## src/rtl/vector_norm_pkg.sv

```systemverilog
// vector_norm_pkg: shared FSM state type and width helpers for vector_norm.
// Optional feature macro: VECTOR_NORM_SQRT_EN (adds the SQRT state).
package vector_norm_pkg;

  typedef enum logic [1:0] {
    IDLE   = 2'd0,
    MAC    = 2'd1,
`ifdef VECTOR_NORM_SQRT_EN
    SQRT   = 2'd2,
`endif
    OUTPUT = 2'd3
  } state_t;

  // Accumulator width: a full square plus growth for summing DIM terms.
  function automatic int acc_width(input int width, input int dim);
    return 2 * width + ((dim > 1) ? $clog2(dim) : 0);
  endfunction

  // Square-root iterations: two radicand bits are consumed per cycle.
  function automatic int sqrt_cycles(input int acc_w);
    return (acc_w + 1) / 2;
  endfunction

endpackage

```

## src/rtl/vector_norm_if.sv

```systemverilog
// vector_norm_if: upstream (nd/us_rfd/vec) and downstream (rdy/ds_rfd/length)
// handshake bundle. The slave modport is the vector_norm side.
interface vector_norm_if
  import vector_norm_pkg::*;
#(
  parameter int WIDTH = 16,
  parameter int DIM   = 3
);
  localparam int ACC_W = acc_width(WIDTH, DIM);

  logic                   nd;
  logic                   us_rfd;
  logic [DIM*WIDTH-1:0]   vec;
  logic                   ds_rfd;
  logic                   rdy;
  logic [ACC_W-1:0]       length;

  modport master (
    output nd, vec, ds_rfd,
    input  us_rfd, rdy, length
  );

  modport slave (
    input  nd, vec, ds_rfd,
    output us_rfd, rdy, length
  );

endinterface

```

## src/rtl/vector_norm_isqrt_seq.sv

```systemverilog
// isqrt_seq: iterative restoring integer square root, two radicand bits per
// cycle. start_i loads the radicand; done_o is high during the cycle whose
// closing edge produces the final root bit, so root_o is valid right after.
// Used by vector_norm only when VECTOR_NORM_SQRT_EN is defined.
module isqrt_seq
  import vector_norm_pkg::*;
#(
  parameter int ACC_W = 34
) (
  input  logic                          clk,
  input  logic                          rst,
  input  logic                          start_i,
  input  logic [ACC_W-1:0]              rad_i,
  output logic                          done_o,
  output logic [sqrt_cycles(ACC_W)-1:0] root_o
);
  localparam int S      = sqrt_cycles(ACC_W);
  localparam int RAD_W  = 2 * S;
  // remainder never exceeds 2*root < 2^(S+1); two extra bits hold the shift-in
  localparam int REM_W  = S + 3;
  localparam int ITER_W = (S > 1) ? $clog2(S) : 1;

  logic              busy_q, busy_d;
  logic [ITER_W-1:0] iter_q, iter_d;
  logic [RAD_W-1:0]  rad_q, rad_d;
  logic [REM_W-1:0]  rem_q, rem_d;
  logic [S-1:0]      root_q, root_d;

  logic [REM_W-1:0]  rem_sh;
  logic [REM_W-1:0]  trial;
  logic              fits;

  assign rem_sh = {rem_q[REM_W-3:0], rad_q[RAD_W-1 -: 2]};
  assign trial  = {1'b0, root_q, 2'b01};
  assign fits   = (rem_sh >= trial);
  assign done_o = busy_q && (iter_q == ITER_W'(S - 1));
  assign root_o = root_q;

  // Next-state: load on start, otherwise one restoring step per busy cycle.
  always_comb begin
    busy_d = busy_q;
    iter_d = iter_q;
    rad_d  = rad_q;
    rem_d  = rem_q;
    root_d = root_q;
    if (start_i) begin
      busy_d = 1'b1;
      iter_d = '0;
      rad_d  = RAD_W'(rad_i);
      rem_d  = '0;
      root_d = '0;
    end else if (busy_q) begin
      rad_d  = rad_q << 2;
      rem_d  = fits ? (rem_sh - trial) : rem_sh;
      root_d = {root_q[S-2:0], fits};
      iter_d = iter_q + ITER_W'(1);
      if (done_o) busy_d = 1'b0;
    end
  end

  // Datapath and control registers, cleared by the asynchronous reset.
  always_ff @(posedge clk or negedge rst) begin
    if (!rst) begin
      busy_q <= 1'b0;
      iter_q <= '0;
      rad_q  <= '0;
      rem_q  <= '0;
      root_q <= '0;
    end else begin
      busy_q <= busy_d;
      iter_q <= iter_d;
      rad_q  <= rad_d;
      rem_q  <= rem_d;
      root_q <= root_d;
    end
  end

endmodule

```

## src/rtl/vector_norm.sv

```systemverilog
// vector_norm: sum of squares of DIM signed components using one multiplier,
// one component per cycle. With VECTOR_NORM_SQRT_EN defined the result is
// floor(sqrt(sum)) from isqrt_seq; otherwise the raw sum is delivered.
module vector_norm
  import vector_norm_pkg::*;
#(
  parameter int WIDTH = 16,
  parameter int DIM   = 3
) (
  input  logic          clk,
  input  logic          rst,
  vector_norm_if.slave  bus
);
  localparam int ACC_W = acc_width(WIDTH, DIM);
  localparam int CNT_W = (DIM > 1) ? $clog2(DIM) : 1;

  state_t               state_q, state_d;
  logic [DIM*WIDTH-1:0] vec_q, vec_d;
  logic [CNT_W-1:0]     cnt_q, cnt_d;
  logic [ACC_W-1:0]     acc_q, acc_d;

  logic                     us_rfd;
  logic                     accept;
  logic                     last;
  logic signed [WIDTH-1:0]  comp;
  logic signed [2*WIDTH-1:0] sq;
  logic [ACC_W-1:0]         sq_ext;
  logic [ACC_W-1:0]         result;

  assign us_rfd = (state_q == IDLE) || ((state_q == OUTPUT) && bus.ds_rfd);
  assign accept = bus.nd && us_rfd;
  assign last   = (cnt_q == CNT_W'(DIM - 1));

  // The square of -2^(WIDTH-1) is 2^(2*WIDTH-2): always non-negative in sq.
  assign comp   = $signed(vec_q[cnt_q*WIDTH +: WIDTH]);
  assign sq     = comp * comp;
  assign sq_ext = ACC_W'($unsigned(sq));

`ifdef VECTOR_NORM_SQRT_EN
  localparam int S = sqrt_cycles(ACC_W);
  logic         sq_start;
  logic         sq_done;
  logic [S-1:0] root;

  // The final accumulator value (acc_d) is handed over on the last MAC edge.
  assign sq_start = (state_q == MAC) && last;

  isqrt_seq #(.ACC_W(ACC_W)) u_isqrt (
    .clk     (clk),
    .rst     (rst),
    .start_i (sq_start),
    .rad_i   (acc_d),
    .done_o  (sq_done),
    .root_o  (root)
  );

  assign result = {{(ACC_W-S){1'b0}}, root};
`else
  assign result = acc_q;
`endif

  assign bus.us_rfd = us_rfd;
  assign bus.rdy    = (state_q == OUTPUT);
  assign bus.length = (state_q == OUTPUT) ? result : '0;

  // Next-state logic; an accept out of OUTPUT goes straight back to MAC.
  always_comb begin
    state_d = state_q;
    case (state_q)
      IDLE:   if (accept) state_d = MAC;
`ifdef VECTOR_NORM_SQRT_EN
      MAC:    if (last) state_d = SQRT;
      SQRT:   if (sq_done) state_d = OUTPUT;
`else
      MAC:    if (last) state_d = OUTPUT;
`endif
      OUTPUT: if (bus.ds_rfd) state_d = bus.nd ? MAC : IDLE;
      default: state_d = IDLE;
    endcase
  end

  // Capture, component counter and accumulator updates.
  always_comb begin
    vec_d = vec_q;
    cnt_d = cnt_q;
    acc_d = acc_q;
    if (accept) begin
      vec_d = bus.vec;
      cnt_d = '0;
      acc_d = '0;
    end else if (state_q == MAC) begin
      acc_d = acc_q + sq_ext;
      cnt_d = last ? '0 : (cnt_q + CNT_W'(1));
    end
  end

  // State and datapath registers, cleared by the asynchronous reset.
  always_ff @(posedge clk or negedge rst) begin
    if (!rst) begin
      state_q <= IDLE;
      vec_q   <= '0;
      cnt_q   <= '0;
      acc_q   <= '0;
    end else begin
      state_q <= state_d;
      vec_q   <= vec_d;
      cnt_q   <= cnt_d;
      acc_q   <= acc_d;
    end
  end

endmodule

```

## src/flat_wrapper.sv

```systemverilog
// flat-port wrapper written by rule: the top's interface ports become plain ports
module vector_norm_flat import vector_norm_pkg::*;
#(
  parameter int WIDTH = 16,
  parameter int DIM   = 3
)
  (clk, rst, bus_nd, bus_vec, bus_ds_rfd, bus_us_rfd, bus_rdy, bus_length);
  vector_norm_if #(.WIDTH(WIDTH), .DIM(DIM)) bus_i ();
  input  logic clk;
  input  logic rst;
  input wire logic [$bits(bus_i.nd)-1:0] bus_nd;
  input wire logic [$bits(bus_i.vec)-1:0] bus_vec;
  input wire logic [$bits(bus_i.ds_rfd)-1:0] bus_ds_rfd;
  output wire logic [$bits(bus_i.us_rfd)-1:0] bus_us_rfd;
  output wire logic [$bits(bus_i.rdy)-1:0] bus_rdy;
  output wire logic [$bits(bus_i.length)-1:0] bus_length;
  assign bus_i.nd = bus_nd;
  assign bus_i.vec = bus_vec;
  assign bus_i.ds_rfd = bus_ds_rfd;
  assign bus_us_rfd = bus_i.us_rfd;
  assign bus_rdy = bus_i.rdy;
  assign bus_length = bus_i.length;
  vector_norm #(.WIDTH(WIDTH), .DIM(DIM)) u_core (.clk(clk), .rst(rst), .bus(bus_i));
endmodule
```

## config.mk

```make
export PLATFORM = sky130hd
export DESIGN_NAME = vector_norm_flat
export DESIGN_NICKNAME = d
export VERILOG_FILES = /design/src/rtl/vector_norm_pkg.sv /design/src/rtl/vector_norm_if.sv /design/src/rtl/vector_norm_isqrt_seq.sv /design/src/rtl/vector_norm.sv /design/src/flat_wrapper.sv
export SDC_FILE = /design/constraint.sdc
export NUM_CORES = 1
export LEC_CHECK = 0
export BUFFER_PORTS_ARGS = -buffer_cell sky130_fd_sc_hd__buf_2
export CORE_ASPECT_RATIO = 0.5
export CORE_MARGIN = 4
export CORE_UTILIZATION = 50
export DETAILED_ROUTE_END_ITERATION = 6
export GPL_TIMING_DRIVEN = 0
export PLACE_DENSITY = 0.68
export SKIP_LAST_GASP = 1
export SLEW_MARGIN = 30
export SYNTH_ARGS = -nofsm -noshare
export SYNTH_HDL_FRONTEND = slang
export SYNTH_HIERARCHICAL = 1
export SYNTH_SLANG_ARGS = --single-unit
```

## constraint.sdc

```tcl
create_clock -name clk -period 7.5 [get_ports clk]
set_input_delay 1.125 -clock clk [delete_from_list [all_inputs] [get_ports clk]]
set_output_delay 1.125 -clock clk [all_outputs]
set_load 0.02 [all_outputs]
```

Yosys cells after proc, flatten, opt, wreduce, memory -nomap -nowiden
Cells that the tools add are included.
Word-level totals
  bits in registers: 86
  bits in latches: 0
  memory bits (writable): 0
  memory bits (read-only): 0
  bits of input ports: 52
  logic and storage cells: 31
  memories kept: 0
Cells by class
  add/sub/neg operators: 2
  multipliers: 1
  div/mod/pow operators: 0
  magnitude comparators: 0
  equality and inequality tests: 6
  shift operators: 1
  muxes and demuxes: 11
  bitwise logic cells: 0
  reductions and logical operators: 6
Operators with widths (count)
  34-bit two-way mux: 3
  48-bit by 7-bit variable part select with 16-bit output: 1
  34-bit by 32-bit adder with 34-bit output: 1
  16-bit by 16-bit multiplier with 32-bit output: 1
  2-bit two-way mux: 6
  2-bit case mux with 3 select lines: 1
  2-bit == test (second input constant): 2
  2-bit by 1-bit inequality test with 1-bit output (second input constant): 2
  3-bit AND reduction: 1
  2-bit by 1-bit adder with 2-bit output (second input constant): 1
  2-bit by 1-bit == test with 1-bit output (second input constant): 1
  1-bit logical AND: 2
  2-bit zero test: 1
  2-bit inequality test (second input constant): 1
  2-bit nonzero test: 1
  1-bit logical OR: 1
  1-bit two-way mux: 1

Longest topological paths before layout
Gate-level depths: netlist of run 1.
  depth in word-level cells: 6
  gate-level depth with buffers: 37
  gate-level depth less buffers: 35

Least setup slack after synthesis of run 1
OpenSTA, ideal clock, no wires.
  kind: register -> register
  start point: register u_core.cnt_q[0]
  end point: register u_core.acc_q[32]
  setup time: 0.079 ns
  arrival: 8.119 ns
  data required time: 7.421 ns
  path slack: -0.698 ns
  stages on the path, launching flop included: 37
  period minus slack after synthesis: 8.198 ns
  path through: dfrtp_1 buf_4 buf_2 mux2i_1 nor2_1 a21oi_2 clkinv_1 nand2_1 inv_1 fa_1 inv_1 fa_1 inv_1 fa_1 fa_1 fa_1 inv_1 fa_1 inv_1 ha_1 a21o_1 a21o_1 a21oi_1 o2111ai_1 a31oi_1 o21bai_1 a21oi_1 xnor2_1 ha_1 and4_1 and3_1 and2_1 nor2b_1 a21oi_1 a31o_2 a21oi_1 mux2i_1
Between the ends
  word-level cells in the longest chain between the ends: 5
RTL lines
  start, declared: RTL line vector_norm.sv:19  | logic [CNT_W-1:0] cnt_q, cnt_d;
  start signal, assigned: RTL line vector_norm.sv:107  | cnt_q <= cnt_d;
  48-bit by 7-bit variable part select with 16-bit output: RTL line vector_norm.sv:35  | assign comp = $signed(vec_q[cnt_q*WIDTH +: WIDTH]);
  16-bit by 16-bit multiplier with 32-bit output: RTL line vector_norm.sv:36  | assign sq = comp * comp;
  34-bit by 32-bit adder with 34-bit output: RTL line vector_norm.sv:92  | acc_d = acc_q + sq_ext;
  34-bit two-way mux: RTL line vector_norm.sv:91  | end else if (state_q == MAC) begin
  34-bit two-way mux: RTL line vector_norm.sv:87  | if (accept) begin
  end signal, assigned: RTL line vector_norm.sv:103  | acc_q <= '0;
  end signal, assigned: RTL line vector_norm.sv:108  | acc_q <= acc_d;
  end, declared: RTL line vector_norm.sv:20  | logic [ACC_W-1:0] acc_q, acc_d;
Every way passes these cells. The select of a mux whose other input is x is not followed.
A chain may end at the register's enable or synchronous reset.

Worst setup path in the final report of run 1
Same ends and word-level chain as after synthesis.

==> metrics.txt, run 1 <==
Layout Nets=2,161; Slew Viols, Final=0; die height=128 µm; #FFs+latches synth=between 80 and 90; crit path DAT=8580 ps; r2r startpoint=u_core/cnt_q[0]; Inserted Diodes=0; Period minus WS final=approximately 8300 ps; Post-Syn Instances=1,549; Clk Latency, worst-skew pair=approximately 350 ps; crit-path max FO=8; CTS tree=built; Distinct cells, synth=61; CP bufs+invs=8; Die Span X=247 µm; worst reg-to-reg setup slack=-810 ps; outcome=complete, but fails checks; P&R area growth vs syn=24.3%; Avg WL per Cell=19.6 µm; drt pass-1 iters=5; number of synthesized flops with an enable pin=0; RD Place Congestion=0.937; CTS root buf=clkbuf_16; hold_sp=u_core/vec_q[14]; top cells by area, synth=fa_1 33%, dfrtp_1 15%, ha_1 11%, inv_1 8.9%, mux2_2 3.9%; Post-DRT Antenna Nets=0; initial antenna violation count=0; largest net degree at the start of global routing=52; Async SR Flop Fraction=100%; Rows=43; die area=~32,000 µm²; MaxCap Viol Count=0; Design Area, Final=about 18,000 µm²; register area share after synthesis=around 15%; worst hold margin=509 ps; simple-gate share of the synthesized area=a little under an eighth; core area=27,900 µm²; synthesized area=about 14,000 µm²; compound-gate portion of the synthesized area=10.5%; post-synthesis adder-cell area fraction=43.7%; cell family with the largest share of critical-path delay=adder cells; CP required=7780 ps; share of layout cells above drive strength 1=28.0%; Final Cycle Share=111%; IO buf count=between 80 and 90; RSZ-0062 raised after global routing=true; H-Tree Depth=3; DRC viols=0; endpoints failing hold=0; synthesized net count=roughly 2.0k; Setup crit end kind=flip-flop; relative slew slack=between 40% and 50%; Tot GR Track Use=27.4%; most used cell, CP=fa_1; Top Ports=88; Hold Crit Class=reg -> reg; Detailed Place HPWL=~32 mm; largest family of logic cells by synthesized area=adder cells; Crit Path Class=reg -> reg; cell taking the most area after synthesis=fa_1; final wirelength=41.8 mm; CTS Sinks=86; Yosys top cell area share=32.9%; global-route wire length before repair=67.4 mm; deepest clock path buffer count=2; Vias=between 10k and 15k; CP Launch Type=flip-flop; most frequent cells in the layout=323 x inv_1, 218 x fa_1, 123 x nand2_1; hold path cells=1; worst hold endpoint=u_core/vec_q[14]; RR Endpoint=u_core/acc_q[32]; failing checks=negative setup slack; Reg2Reg Depth=36; Final setup viols=18; Slew @ Worst Pin=between 800 and 900 ps; Worst Setup Slack, final=-808 ps; Clock Skews=approximately 11 ps; vias in the first global route=12.7k; Placed Instance Area=15,400 µm²; starting DRC count in detailed routing=a little under 1k; Post-Synth XOR/XNOR Area=3.98%; mux contribution to synthesized area=about 5.2%; Hold-fix buffers, CTS=0; Initial Util=51.3%; Vias/cell=approximately 5.5; Clock transition at path regs=about 70 ps; top_reg_cell synth=dfrtp_1; Mapped Avg Cell Area=9.24 µm²; total clock buffers created by CTS=9; CP peak stage delay=570 ps; commonest non-fill, non-tap cell in the layout=inv_1; Peak Freq=120 MHz; Crit-path slowest cell=fa_2; Ys Warns=6; gr ovfl total=0
[worst reg2reg max path, delay by kind of cell (launching register included)]
kind	cells	cell delay, ps
adder cells (fa/ha/maj)	8	3650
XOR/XNOR	1	130
multiplexers	2	430
AO/OA/AOI/OAI	9	1510
AND/OR/NAND/NOR	8	1160
buffers and inverters	8	950
flip-flops	1	430
[layout make-up]
type	instances	area [µm²]
multi-input combinational	1071	11800
fill	2178	10100
sequential	86	2150
inverter	348	1360
timing repair buffer	192	1350
tap	382	478
buffer	42	339
clock buffer	10	239
clock inverter	6	76.3
[metal layers]
metal  up-vias  routed length (µm)  global-route usage, %
met2       421               19600                   44.5
met4         0                 854                   6.63
met1      5892               18100                   38.1
li1       5313                   -                      -
met5         -                   0                      0
met3        50                3320                   5.56
[repair_timing]
item / in CTS / in global routing
gates cloned: 1 / 0
gates resized for setup: 188 / 110
setup endpoints to repair: 23 / 22
pin swaps: 64 / 62
hold endpoints to repair: 0 / 0
setup buffers: 87 / 16
[through the flow]
stage / TNS (ps) / worst slack [ps] / cells / utilization (%)
after floorplan: -348 / -103 / 1549 / -
after detailed placement: -26110 / -1670 / 2019 / 55.1
after CTS: -7680 / -735 / 2122 / 61.7
final: -10300 / -808 / 2137 / 63.7
after global placement: -29990 / -1790 / 2018 / 55.0
after global routing: -15510 / -1080 / 2137 / 63.7
[kinds of logic after synthesis]
logic type / count (synthesis)
AO/OA/AOI/OAI: 227
AND/OR/NAND/NOR: 352
adder cells (fa/ha/maj): 359
flip-flops: 86
multiplexers: 68
buffers and inverters: 392
XOR/XNOR: 65
[synth_stat cells (4+ instances only)]
master / count
o211ai_1: 6
nor3_1: 15
o21ai_0: 41
dfrtp_1: 86
or2_2: 4
clkinv_1: 6
inv_1: 341
and3_1: 43
a21oi_1: 59
o22ai_1: 19
mux2i_1: 19
and2_1: 7
clkbuf_1: 39
nand2_1: 135
nand3_1: 12
o21a_1: 5
a211oi_1: 10
ha_1: 124
nand2b_1: 6
xnor2_1: 47
nor2_1: 103
o2111ai_1: 4
a21o_1: 30
o31ai_1: 4
o21bai_1: 12
mux2_2: 49
a21oi_2: 5
a31oi_1: 4
fa_1: 235
nor3b_1: 5
nor2b_1: 7
a31o_2: 8
xor2_1: 18
[registers in the layout (all words and copies together), names as in the netlist]
name and count:
u_core/vec_q 48, u_core/acc_q 34, u_core/cnt_q 2, u_core/state_q 2
[worst max-delay path by stage]
stage,slack (ps),cells after the start,start,endpoint
after floorplan,-100,36,u_core/cnt_q[0],u_core/acc_q[30]
after global placement,-1790,31,u_core/cnt_q[0],u_core/acc_q[26]
after detailed placement,-1670,35,u_core/cnt_q[0],u_core/acc_q[30]
after CTS,-740,35,u_core/cnt_q[0],u_core/acc_q[33]
after global routing,-1080,36,u_core/cnt_q[0],u_core/acc_q[32]
final,-810,36,u_core/cnt_q[0],u_core/acc_q[32]
Power of run 1 is left out: the tool's default activity adds up to more than one toggle a clock period on the data nets, which glitch-free logic cannot reach.
==> run 2, diff against run 1 <==
SETUP_SLACK_MARGIN = 0.15   (was unset)
==> run 2 against run 1 <==
The flow still finishes with violations (negative setup slack). Die area unchanged. Clock skew rose by 2.1 ps. First-iteration DRC count fell by 10%. Wire length is 2.6% higher. Clock-buffer cell count shrank 1. Global-route usage rose by 0.25 points. Maximum frequency fell by 0.66%. Sequential share of layout area shrank 0.30 points. Via count is 2.9% higher. Utilization rose by 1.6 points. Worst hold slack better by 2.8 ps. Critical path depth decreased by 2. Critical path type unchanged.
==> metrics.txt, run 2 (synthesized netlist as in run 1, its figures left out) <==
largest net degree at the start of global routing=52 (unchanged); relative slew slack=37.6% (was 42.5%); Detailed Place HPWL=32.2 mm (was 31.7 mm); Placed Instances=2,019 (unchanged); Worst Setup Slack, final=-863 ps (was -808 ps); H-Tree Depth=3 (unchanged); IO buf count=87 (unchanged); Rows=43 (unchanged); endpoints failing hold=0 (unchanged); hold path cells=1 (unchanged); share of layout cells above drive strength 1=31.3% (was 28.0%); Hold Crit Class=reg -> reg (unchanged); final wirelength=42.9 mm (was 41.8 mm); Regs by FF count=u_core/vec_q x48, u_core/acc_q x34 (unchanged); Clk Latency, worst-skew pair=350 ps (about the same); Top Ports=88 (unchanged); CTS root buf=clkbuf_16 (unchanged); CTS Sinks=86 (unchanged); Slew Viols, Final=0 (unchanged); Post-DRT Antenna Nets=0 (unchanged); Final setup viols=18 (unchanged); final std cells w/o fill=2,168 (was 2,137); Vias/cell=5.54 (was 5.46); failing checks=negative setup slack (unchanged); initial antenna violation count=1 (was 0); global-route wire length before repair=68.2 mm (was 67.4 mm); gr ovfl total=0 (unchanged); Final Cycle Share=112% (was 111%); die area=31,600 µm² (unchanged); RSZ-0062 raised after global routing=true (unchanged); Avg WL per Cell=19.8 µm (was 19.6 µm); outcome=complete, but fails checks (unchanged); MaxCap Viol Count=0 (unchanged); DRC viols=0 (unchanged); most used cell, CP=fa_1 (unchanged); crit path DAT=8560 ps (was 8580 ps); Peak Freq=120 MHz (about the same); most frequent cells in the layout=312 x inv_1, 221 x fa_1, 118 x nand2_1 (was 323 x inv_1, 218 x fa_1, 123 x nand2_1); max reg flops=48 (unchanged); Slew @ Worst Pin=935 ps (was 862 ps); core area=27,900 µm² (unchanged); total clock buffers created by CTS=9 (unchanged); Setup crit end kind=flip-flop (unchanged); Layout Nets=2,191 (was 2,161); Crit Path Class=reg -> reg (unchanged); drt pass-1 iters=5 (unchanged); CP Launch Type=flip-flop (unchanged); commonest non-fill, non-tap cell in the layout=inv_1 (unchanged); CP peak stage delay=560 ps (was 570 ps); starting DRC count in detailed routing=893 (was 992); die height=128 µm (unchanged); vias in the first global route=12.8k (was 12.7k); Initial Util=51.3% (unchanged); Reg2Reg Depth=34 (was 36); Crit-path slowest cell=fa_2 (unchanged); Clock Skews=12.8 ps (was 10.7 ps); Period minus WS final=8360 ps (was 8310 ps); Die Span X=247 µm (unchanged); Tot GR Track Use=27.6% (was 27.4%); CTS tree=built (unchanged); deepest clock path buffer count=2 (unchanged); Clock transition at path regs=70 ps (about the same); RD Place Congestion=0.944 (was 0.937); Vias=12.0k (was 11.7k); P&R area growth vs syn=27.5% (was 24.3%); Top reg by flops=u_core/vec_q (unchanged); fillcell total=2,068 (was 2,178); crit-path max FO=6 (was 8); CP required=7700 ps (was 7780 ps)
run 2: changes by cell type in the layout (fill, tap and decap cells not counted), moves of 6 or more:
cell / previous run / this run
nor2_2: 16 / 22
inv_2: 15 / 25
buf_6: 11 / 17
nand2_2: 7 / 13
inv_1: 323 / 312
buf_4: 90 / 114
run 2: metal layers:
metal / global-route usage (%) / share of wire [%]
met1: 38.7 / 43
met2: 44.3 / 46
met3: 5.14 / 7.8
met4: 8.18 / 3.3
met5: 0 / 0
run 2: cell type report:
cell class | instances | area (µm²) | share of cell area, %
diodes | 1 | 2.50 | 0.0137
plain buffers | 44 | 383 | 2.10
clock buffers | 9 | 225 | 1.23
clock inverters | 7 | 70.1 | 0.384
inverters | 348 | 1360 | 7.47
multi-input cells | 1071 | 12000 | 65.8
flip-flops and latches | 86 | 2150 | 11.8
well taps | 382 | 478 | 2.62
repair buffers | 220 | 1570 | 8.60
run 2: critical path: cells and delay by family, from the launching register on:
family	cells	cell delay, ps
buf+inv	8	790
flops	1	430
compound gates	7	1670
fa+ha+maj	8	3640
simple gates	8	1000
mux	1	210
xor+xnor	2	460
run 2: repair_timing:
| item | in CTS | in global routing |
|---|---|---|
| hold buffers | 0 | 0 |
| endpoints found under the setup margin | 23 | 22 |
| resized for setup | 265 | 92 |
| pin swaps | 92 | 73 |
| gates cloned | 1 | 0 |
| buffers inserted | 104 | 27 |
run 2: through the flow:
step / setup TNS [ps] / util [%] / hold slack, ps / instance area (µm²) / setup WS (ps)
finish: -9420 / 65.3 / 512 / 18200 / -863
global route: -13440 / 65.3 / 537 / 18200 / -1100
CTS: -6590 / 63.2 / 510 / 17700 / -657
detailed placement: -26070 / 55.2 / 496 / 15400 / -1650
global placement: -28980 / 55.1 / 489 / 15400 / -1730
floorplan: -342 / - / 465 / 14500 / -98.8
run 2: final timing paths:
path | start | endpoint | slack [ps]
max in group asynchronous | rst | u_core/acc_q[26] | 6230
worst min register to register | u_core/vec_q[16] | u_core/vec_q[16] | 510
worst max-delay path | u_core/cnt_q[0] | u_core/acc_q[31] | -860
worst max register to register | u_core/cnt_q[0] | u_core/acc_q[31] | -860
min in group asynchronous | rst | u_core/vec_q[24] | 670
worst min-delay path | u_core/vec_q[16] | u_core/vec_q[16] | 510
Power of run 2 is left out for the same reason.
